===== config.mk =====
export PLATFORM = sky130hd
export DESIGN_NAME = seven_seg_scroll_display_flat
export DESIGN_NICKNAME = d
export VERILOG_FILES = /design/src/rtl/seven_seg_scroll_display_if.sv /design/src/rtl/seven_seg_scroll_display.sv /design/src/flat_wrapper.sv
export SDC_FILE = /design/constraint.sdc
export NUM_CORES = 1
export LEC_CHECK = 0
export CORE_AREA = 2 2 100 102
export CTS_CLUSTER_SIZE = 24
export DETAILED_ROUTE_END_ITERATION = 6
export DIE_AREA = 0 0 102 104
export PLACE_DENSITY_LB_ADDON = 0.2
export SYNTH_ARGS = -nofsm -noshare
export SYNTH_HDL_FRONTEND = slang
export SYNTH_SLANG_ARGS = --single-unit

===== constraint.sdc =====
create_clock -name clk -period 7 [get_ports clk]
set_input_delay 1.4 -clock clk [delete_from_list [all_inputs] [get_ports clk]]
set_output_delay 1.4 -clock clk [all_outputs]
set_load 0.03 [all_outputs]

===== src/rtl/seven_seg_scroll_display_if.sv =====
// Bundles the display's data, mode, button and pin signals between the
// calculator logic (master) and the seven-segment display driver (slave).
interface seven_seg_scroll_display_if #(
    parameter int DIGITS        = 4,
    parameter int VALUE_NIBBLES = 8
);
    logic [1:0]                   mode;
    logic [4*VALUE_NIBBLES-1:0]   value;
    logic [7*DIGITS-1:0]          raw_segs;
    logic                         up_button;
    logic                         down_button;
    logic                         center_button;
    logic [6:0]                   cathode;
    logic [DIGITS-1:0]            anode;
    logic [VALUE_NIBBLES-DIGITS:0] led;

    modport master (
        output mode, value, raw_segs, up_button, down_button, center_button,
        input  cathode, anode, led
    );

    modport slave (
        input  mode, value, raw_segs, up_button, down_button, center_button,
        output cathode, anode, led
    );
endinterface


===== src/rtl/seven_seg_scroll_display.sv =====
// Multiplexed N-digit seven-segment driver with a button-scrolled hex window.
// Optional macro LEADING_ZERO_BLANK_EN blanks windowed nibbles above the top nonzero nibble.
module seven_seg_scroll_display #(
    parameter int DIGITS          = 4,
    parameter int VALUE_NIBBLES   = 8,
    parameter int REFRESH_DIV     = 100000,
    parameter int DEBOUNCE_CYCLES = 250000
) (
    input logic clk,
    input logic rst,
    seven_seg_scroll_display_if.slave bus
);
    localparam int MAXOFF = VALUE_NIBBLES - DIGITS;
    localparam int LED_W  = MAXOFF + 1;
    localparam int OFF_W  = (MAXOFF > 0) ? $clog2(MAXOFF + 1) : 1;
    localparam int IDX_W  = (DIGITS > 1) ? $clog2(DIGITS) : 1;
    localparam int NIB_W  = (VALUE_NIBBLES > 1) ? $clog2(VALUE_NIBBLES) : 1;
    localparam int PRE_W  = $clog2(REFRESH_DIV);
    localparam int DEB_W  = (DEBOUNCE_CYCLES > 1) ? $clog2(DEBOUNCE_CYCLES) : 1;

    logic [2:0]             btn_raw;
    logic [2:0]             sync1;
    logic [2:0]             sync2;
    logic [2:0]             level;
    logic [2:0][DEB_W-1:0]  deb_cnt;
    logic [2:0]             press;
    logic [OFF_W-1:0]       offset;
    logic [PRE_W-1:0]       prescaler;
    logic [IDX_W-1:0]       idx;
    logic [NIB_W-1:0]       nib_sel;
    logic [3:0]             nibble;
    logic [6:0]             raw_pat;
    logic [DIGITS-1:0]      anode_one;
    logic [DIGITS-1:0]      anode_next;
    logic [6:0]             cathode_next;
    logic [LED_W-1:0]       led_next;
`ifdef LEADING_ZERO_BLANK_EN
    logic [NIB_W-1:0]       top_nz;
    logic                   blank_nib;
`endif

    function automatic logic [6:0] hex_glyph(input logic [3:0] n);
        case (n)
            4'h0: hex_glyph = 7'b1111110;
            4'h1: hex_glyph = 7'b0110000;
            4'h2: hex_glyph = 7'b1101101;
            4'h3: hex_glyph = 7'b1111001;
            4'h4: hex_glyph = 7'b0110011;
            4'h5: hex_glyph = 7'b1011011;
            4'h6: hex_glyph = 7'b1011111;
            4'h7: hex_glyph = 7'b1110000;
            4'h8: hex_glyph = 7'b1111111;
            4'h9: hex_glyph = 7'b1111011;
            4'hA: hex_glyph = 7'b1110111;
            4'hB: hex_glyph = 7'b0011111;
            4'hC: hex_glyph = 7'b1001110;
            4'hD: hex_glyph = 7'b0111101;
            4'hE: hex_glyph = 7'b1001111;
            default: hex_glyph = 7'b1000111;
        endcase
    endfunction

    assign btn_raw = {bus.center_button, bus.down_button, bus.up_button};

    // Synchronize, then flip each debounced level only after a full run of differing samples.
    always_ff @(posedge clk or posedge rst) begin
        if (rst) begin
            sync1   <= '0;
            sync2   <= '0;
            level   <= '0;
            deb_cnt <= '0;
        end else begin
            sync1 <= btn_raw;
            sync2 <= sync1;
            for (int b = 0; b < 3; b++) begin
                if (sync2[b] == level[b]) begin
                    deb_cnt[b] <= '0;
                end else if (deb_cnt[b] == DEB_W'(DEBOUNCE_CYCLES - 1)) begin
                    level[b]   <= ~level[b];
                    deb_cnt[b] <= '0;
                end else begin
                    deb_cnt[b] <= deb_cnt[b] + 1'b1;
                end
            end
        end
    end

    always_comb begin
        press = '0;
        for (int b = 0; b < 3; b++) begin
            press[b] = sync2[b] & ~level[b] & (deb_cnt[b] == DEB_W'(DEBOUNCE_CYCLES - 1));
        end
    end

    // Window offset: center wins, opposing up/down cancel, window pinned at 0 outside hex mode.
    always_ff @(posedge clk or posedge rst) begin
        if (rst) begin
            offset <= '0;
        end else if (bus.mode != 2'b01) begin
            offset <= '0;
        end else if (press[2]) begin
            offset <= '0;
        end else if (press[0] && !press[1] && offset != OFF_W'(MAXOFF)) begin
            offset <= offset + 1'b1;
        end else if (press[1] && !press[0] && offset != '0) begin
            offset <= offset - 1'b1;
        end
    end

    always_ff @(posedge clk or posedge rst) begin
        if (rst) begin
            prescaler <= '0;
            idx       <= '0;
        end else if (prescaler == PRE_W'(REFRESH_DIV - 1)) begin
            prescaler <= '0;
            idx       <= (idx == IDX_W'(DIGITS - 1)) ? '0 : idx + 1'b1;
        end else begin
            prescaler <= prescaler + 1'b1;
        end
    end

    always_comb begin
        nib_sel = NIB_W'(offset) + NIB_W'(idx);
        nibble  = '0;
        for (int n = 0; n < VALUE_NIBBLES; n++) begin
            if (nib_sel == NIB_W'(n)) nibble = bus.value[4*n +: 4];
        end
        raw_pat   = '0;
        anode_one = '1;
        for (int k = 0; k < DIGITS; k++) begin
            if (idx == IDX_W'(k)) begin
                raw_pat      = bus.raw_segs[7*k +: 7];
                anode_one[k] = 1'b0;
            end
        end
`ifdef LEADING_ZERO_BLANK_EN
        top_nz = '0;
        for (int n = 1; n < VALUE_NIBBLES; n++) begin
            if (bus.value[4*n +: 4] != 4'h0) top_nz = NIB_W'(n);
        end
        blank_nib = (nib_sel > top_nz);
`endif
        anode_next   = anode_one;
        cathode_next = 7'b1111111;
        case (bus.mode)
            2'b00: cathode_next = 7'b1111110;
            2'b01: begin
`ifdef LEADING_ZERO_BLANK_EN
                cathode_next = blank_nib ? 7'b1111111 : ~hex_glyph(nibble);
`else
                cathode_next = ~hex_glyph(nibble);
`endif
            end
            2'b10: cathode_next = ~raw_pat;
            default: anode_next = '1;
        endcase
        led_next = '0;
        if (bus.mode == 2'b01) begin
            for (int j = 0; j < LED_W; j++) begin
                if (offset == OFF_W'(j)) led_next[j] = 1'b1;
            end
        end
    end

    // Anode, cathode and LED bar all register on the same edge.
    always_ff @(posedge clk or posedge rst) begin
        if (rst) begin
            bus.anode   <= '1;
            bus.cathode <= 7'b1111111;
            bus.led     <= '0;
        end else begin
            bus.anode   <= anode_next;
            bus.cathode <= cathode_next;
            bus.led     <= led_next;
        end
    end
endmodule


===== src/flat_wrapper.sv =====
// flat-port wrapper written by rule: the top's interface ports become plain ports
module seven_seg_scroll_display_flat 
#(
    parameter int DIGITS          = 4,
    parameter int VALUE_NIBBLES   = 8,
    parameter int REFRESH_DIV     = 100000,
    parameter int DEBOUNCE_CYCLES = 250000
)
  (clk, rst, bus_mode, bus_value, bus_raw_segs, bus_up_button, bus_down_button, bus_center_button, bus_cathode, bus_anode, bus_led);
  seven_seg_scroll_display_if #(.DIGITS(DIGITS), .VALUE_NIBBLES(VALUE_NIBBLES)) bus_i ();
  input logic clk;
  input logic rst;
  input wire logic [$bits(bus_i.mode)-1:0] bus_mode;
  input wire logic [$bits(bus_i.value)-1:0] bus_value;
  input wire logic [$bits(bus_i.raw_segs)-1:0] bus_raw_segs;
  input wire logic [$bits(bus_i.up_button)-1:0] bus_up_button;
  input wire logic [$bits(bus_i.down_button)-1:0] bus_down_button;
  input wire logic [$bits(bus_i.center_button)-1:0] bus_center_button;
  output wire logic [$bits(bus_i.cathode)-1:0] bus_cathode;
  output wire logic [$bits(bus_i.anode)-1:0] bus_anode;
  output wire logic [$bits(bus_i.led)-1:0] bus_led;
  assign bus_i.mode = bus_mode;
  assign bus_i.value = bus_value;
  assign bus_i.raw_segs = bus_raw_segs;
  assign bus_i.up_button = bus_up_button;
  assign bus_i.down_button = bus_down_button;
  assign bus_i.center_button = bus_center_button;
  assign bus_cathode = bus_i.cathode;
  assign bus_anode = bus_i.anode;
  assign bus_led = bus_i.led;
  seven_seg_scroll_display #(.DIGITS(DIGITS), .VALUE_NIBBLES(VALUE_NIBBLES), .REFRESH_DIV(REFRESH_DIV), .DEBOUNCE_CYCLES(DEBOUNCE_CYCLES)) u_core (.clk(clk), .rst(rst), .bus(bus_i));
endmodule

# == Word-level counts from Yosys, hierarchy flattened ==
# Memory sizes are Yosys's and may differ from the RTL's.
# Index checks and enable logic that the tools add are counted.
# classes
n_mux,37
addsub,8
n_shift,0
mul,0
magnitude_cmp,0
div_mod_pow,0
n_reduce_logical,16
bitwise_logic,14
n_eq_ne,25
# ops
cell,count
two-way mux 18 bit,6
"adder 18 x 1 -> 18 bit, second input constant",3
"== test 18 bit, second input constant",3
two-way mux 4 bit,9
two-way mux 7 bit,5
case mux 7 bit (3 select lines),1
"adder 17 x 1 -> 17 bit, second input constant",1
"== test 17 bit, second input constant",1
two-way mux 17 bit,1
"== test 3 bit, second input constant",5
inverter 7 bit,2
"== test 3 x 2 -> 1 bit, second input constant",4
two-way mux 3 bit,4
two-way mux 1 bit,9
bitwise AND 1 bit,6
"== test 2 bit, second input constant",3
"== test 3 x 1 -> 1 bit, second input constant",2
zero test 3 bit,2
inverter 1 bit,6
AND reduction 2 bit,3
two-way mux 5 bit,1
"== test 2 x 1 -> 1 bit, second input constant",2
logical AND 1 bit,4
zero test 2 bit,2
12 further kinds,15
# totals
inputBits,67
rom_bits,112
latch_bits,0
wordCells,115
ramBits,0
output_inout_bits,16
n_memories,1
regBits,101
# memory_table
memory,words,width,rd,rd_clocked_by_memory_dff,wr,line,rtl
(name not given),16,7,1,0,0,seven_seg_scroll_display.sv:43,case (n)

# == Depth between registers and ports, before layout ==
# An unclocked memory read counts as a cell.
# logic_depth
depth_word,14
mapped_depth,13
depth_no_buf,12

# == Worst setup path before layout ==
# Ideal clock, no wire load.
# synth_path
path_kind,input to register
from,in bus_value[5]
to,reg u_core.bus.cathode[3]
required_time_ns,6.907
arrival_time_ns,3.058
setup_time_ns,0.093
slack_ns,3.849
stages,9
path_buffers,0
path_cell_list,nand2_1 > mux2i_1 > a2111oi_4 > inv_1 > ha_1 > inv_1 > mux4_2 > nor2_1 > a21oi_1
# synth_via
elab_chain_cells,11
# synth_lines
item,line,rtl
start: declaration,flat_wrapper.sv:14,input wire logic [$bits(bus_i.value)-1:0] bus_value;
two-way mux 4 bit (7 in a row),seven_seg_scroll_display.sv:126,if (nib_sel == NIB_W'(n)) nibble = bus.value[4*n +: 4];
memory (16 x 7 bit),n/a,
two-way mux 7 bit,seven_seg_scroll_display.sv:145,case (bus.mode)
inverter 7 bit,seven_seg_scroll_display.sv:151,cathode_next = ~hex_glyph(nibble);
case mux 7 bit (3 select lines),seven_seg_scroll_display.sv:145,
named net u_core.cathode_next[3],seven_seg_scroll_display.sv:35,logic [6:0] cathode_next;
end signal: assignment,seven_seg_scroll_display.sv:173,bus.cathode <= cathode_next;
end: declaration,seven_seg_scroll_display_if.sv:24,"output cathode, anode, led"
# The timed path passes the listed nets, and every way through them passes these cells. The select of a mux whose other input is x is not followed.
# A chain may end at the register's enable or synchronous reset.

# == Worst setup path after layout ==
# layout_path
from,reg u_core.offset[0]
to,reg u_core.bus.cathode[3]
# layout_via
elab_chain_cells,14
word_cells_on_any_way,21
cone_classes,1 x add/sub; 7 x eq/ne; 10 x mux; 1 x bitwise; 1 x reduce/logical; 1 x memory
# layout_lines
item,line,rtl
start: declaration,seven_seg_scroll_display.sv:27,logic [OFF_W-1:0] offset;
start signal: assignment,seven_seg_scroll_display.sv:104,offset <= offset + 1'b1;
start signal: assignment,seven_seg_scroll_display.sv:106,offset <= offset - 1'b1;
adder 3 x 2 -> 3 bit (*),seven_seg_scroll_display.sv:123,nib_sel = NIB_W'(offset) + NIB_W'(idx);
zero test 3 bit,seven_seg_scroll_display.sv:126,
two-way mux 4 bit (7 in a row),seven_seg_scroll_display.sv:126,
two-way mux 4 bit (*),seven_seg_scroll_display.sv:126,
memory (16 x 7 bit) (*),n/a,
two-way mux 7 bit (*),seven_seg_scroll_display.sv:145,
inverter 7 bit (*),seven_seg_scroll_display.sv:151,
case mux 7 bit (3 select lines) (*),seven_seg_scroll_display.sv:145,
named net u_core.cathode_next[3],seven_seg_scroll_display.sv:35,
# Mark *: on every way through the listed nets, which the timed path passes. The rest lies on a longest branch. The select of a mux whose other input is x is not followed.

==> flow_metrics.py <==
metrics = {
    "power": {
        "p_leak_nw": 2.800,
        "power.density_nw_per_um2": 163.6,
        "vdd_drop_max_mv": 0.1661,
    },
    "outcome": {
        "status": "finished clean",
    },
    "floorplanning": {
        "pin_count": 83,
        "die_x_um": 102,
        "start_util": 0.5777,
        "die_y_um": 104,
        "dieArea_um2": 10610,
        "core.rowCount": 36,
        "coreArea_um2": 9549,
    },
    "min_path": {
        "hold_start": "u_core.sync1[1]",
        "hold_path_class": "reg2reg",
    },
    "timing": {
        "hold_violations": 0,
        "fin_worst_skew_ns": 0.01289,
        "fmax_mhz": 268.0,
        "rsz0062_at_grt": "false",
        "period_share": 0.5330,
        "slew_viol_final": 0,
        "tns_ns": 0,
        "setup_viol": 0,
        "slew_headroom": 0.3940,
        "worstMarginPinSlew_ns": 0.8837,
        "fin_crit_ns": 3.731,
    },
    "critical_path": {
        "r2r-end": "u_core.bus.cathode[3]",
        "reg2reg_depth": 8,
        "cp-end-kind": "flip-flop",
        "crit_required_ns": 7.28,
        "regToRegSetupSlack_ns": 3.27,
        "crit_arrival_ns": 4.01,
        "startpoint": "u_core.offset[0]",
        "path_class": "reg2reg",
        "crit_end": "u_core.bus.cathode[3]",
        "critPathMaxFanout": 11,
        "r2r_start": "u_core.offset[0]",
        "cp-start-kind": "flip-flop",
    },
    "global_routing": {
        "grt_pass1_vias": 4261,
        "antenna_found_initial": 0,
        "gr-total-overflow": 0,
        "grt_first_pass_wirelength_um": 18800,
        "grt_start_max_net_pins": 75,
        "track_usage": 0.2221,
    },
    "route": {
        "finalWirelength_um": 11220,
        "drc": 0,
        "via_per_inst": 5.461,
        "wl_per_cell_um": 14.45,
        "first_pass_iters": 4,
        "drt_iter0_drc": 187,
        "vias": 4238,
        "ant_nets": 0,
    },
    "synth": {
        "netlist_area_um2": 5517,
        "syn_nets": 654,
        "yosysSeqAreaShare": 0.4606,
        "synth-edff-count": 0,
        "ys_types": 52,
        "synth_area_per_cell_um2": 9.833,
        "syn-instance-count": 561,
        "synthArstFlopShare": 1.000,
        "ys.flop_type": "dfrtp_1",
        "synth-seq-cells": 101,
        "yosysWarnings": 0,
    },
    "run": {
        "maxCapViolCount": 0,
    },
    "final_layout": {
        "drive_gt1_frac": 0.06687,
        "area_growth_pct": 20.32,
        "n_antenna_cell": 0,
        "fin_nets": 732,
        "fin_area_um2": 6638,
    },
    "placed_design": {
        "dpl.hpwl_um": 8258,
        "place_area_um2": 6439,
        "io_buffers": 82,
        "place_congestion": 0.8150,
    },
    "clocking": {
        "clock-sinks": 101,
        "clk_latency_ns": 0.37,
        "cts_buffer_depth": 2,
        "cts_root_buffer": "clkbuf_8",
        "cts_hold_buf": 0,
        "cts_htree_levels": 3,
        "clk_pin_slew_worst_paths_ns": 0.09,
        "cts_made_buffers": 9,
        "cts_resized": 0,
        "tritoncts": "yes",
        "cts_setup_buffers": 0,
    },
}
[worst max-delay path: stages, from the launching register on]
cell,delay [ns]
dfrtp_1,0.44
ha_1,0.18
inv_1,0.05
fa_1,0.92
mux4_2,0.61
mux2i_1,0.72
mux4_2,0.59
nor2_1,0.09
a21oi_1,0.05
[worst min path at each step]
stage / to / slack (ns) / cells past startpoint
after floorplan: u_core.sync2[0] / 0.33 / 0
after global routing: u_core.sync2[1] / 0.35 / 0
final: u_core.sync2[1] / 0.35 / 0
after detailed placement: u_core.sync2[0] / 0.34 / 0
after CTS: u_core.sync2[1] / 0.35 / 0
after global placement: u_core.sync2[2] / 0.33 / 0
[cells in the final DEF, fill, tap and decap left out, drive strengths merged, types with 3 or more instances in the layout]
cell           count
a221oi             5
nor4               6
or2                3
and2               5
inv               26
a21oi             22
nand4             12
mux4               7
ha                25
xor2              29
or3                6
a22oi              7
nor2b             10
dfstp             11
and4               9
xnor2             33
o21a               3
nor3              10
nand2             38
and3              10
o21ai             23
nand3             34
clkbuf            12
clkdlybuf4s50     82
nor2              86
mux2i              6
nand2b             5
dfrtp             90
[Yosys cell counts, drive strengths merged (11+ instances only)]
master  count  share of area
xnor2      33          0.052
inv        25          0.017
nand4      12          0.014
a21oi      22          0.020
nand2      38          0.026
nand3      34          0.031
xor2       29          0.049
dfstp      11          0.052
o21ai      23          0.021
ha         25          0.057
clkbuf     11         0.0075
dfrtp      90           0.41
nor2       86          0.059
[metrics by stage]
step | total power, W | setup WS, ns | instances | utilization | hold slack [ns]
6_report | 0.001086 | 3.269 | 776 | 0.6951 | 0.3502
3_3_place_gp | 0.0007199 | 3.230 | 761 | 0.6743 | 0.3328
2_1_floorplan | 0.0006657 | 2.971 | 561 | - | 0.3312
5_1_grt | 0.001136 | 2.981 | 776 | 0.6951 | 0.3483
4_1_cts | 0.001100 | 3.241 | 776 | 0.6951 | 0.3505
3_5_place_dp | 0.0007227 | 3.153 | 761 | 0.6743 | 0.3373
[power breakdown]
part	leakage, nW	internal [W]	switching (W)
logic	1.36	0.0000576	0.0000516
clock network	0.103	0.000184	0.000191
registers	1.34	0.000596	0.00000608
[registers in the layout, indices dropped and copies added (netlist names)]
signal and flops:
u_core.prescaler 17, u_core.bus.cathode 7, u_core.sync1 3, u_core.offset 3, u_core.sync2 3, u_core.bus.anode 4
u_core.bus.led 5, u_core.idx 2, u_core.level 3, u_core.deb_cnt 54
[cells by family after synthesis]
logic type               count (synthesis)  synth area share
adder cells (fa/ha/maj)                 26           0.06033
AND/OR/NAND/NOR                        245            0.2205
multiplexers                            15           0.04355
AO/OA/AOI/OAI                           71           0.08256
buffers and inverters                   41           0.03062
XOR/XNOR                                62            0.1018
flip-flops                             101            0.4606
[layout make-up]
cell class | instances | area (µm²)
clock buffers | 12 | 155.1
clock inverters | 3 | 43.79
fillers | 768 | 2912
inverters | 25 | 96.34
multi-input cells | 419 | 2806
flip-flops and latches | 101 | 2541
well taps | 133 | 166.4
repair buffers | 83 | 828.3
[per-layer routing]
metal / vias to the layer above / GRT usage / routed length (µm) / part of all wire
met3: 12 / 0.05242 / 525 / 0.047
met4: 0 / 0.06762 / 148 / 0.013
met5: - / 0 / 0 / 0
met2: 101 / 0.3867 / 5635 / 0.50
li1: 2090 / - / - / -
met1: 2035 / 0.2704 / 4907 / 0.44
(Power assumes the default switching activity.)
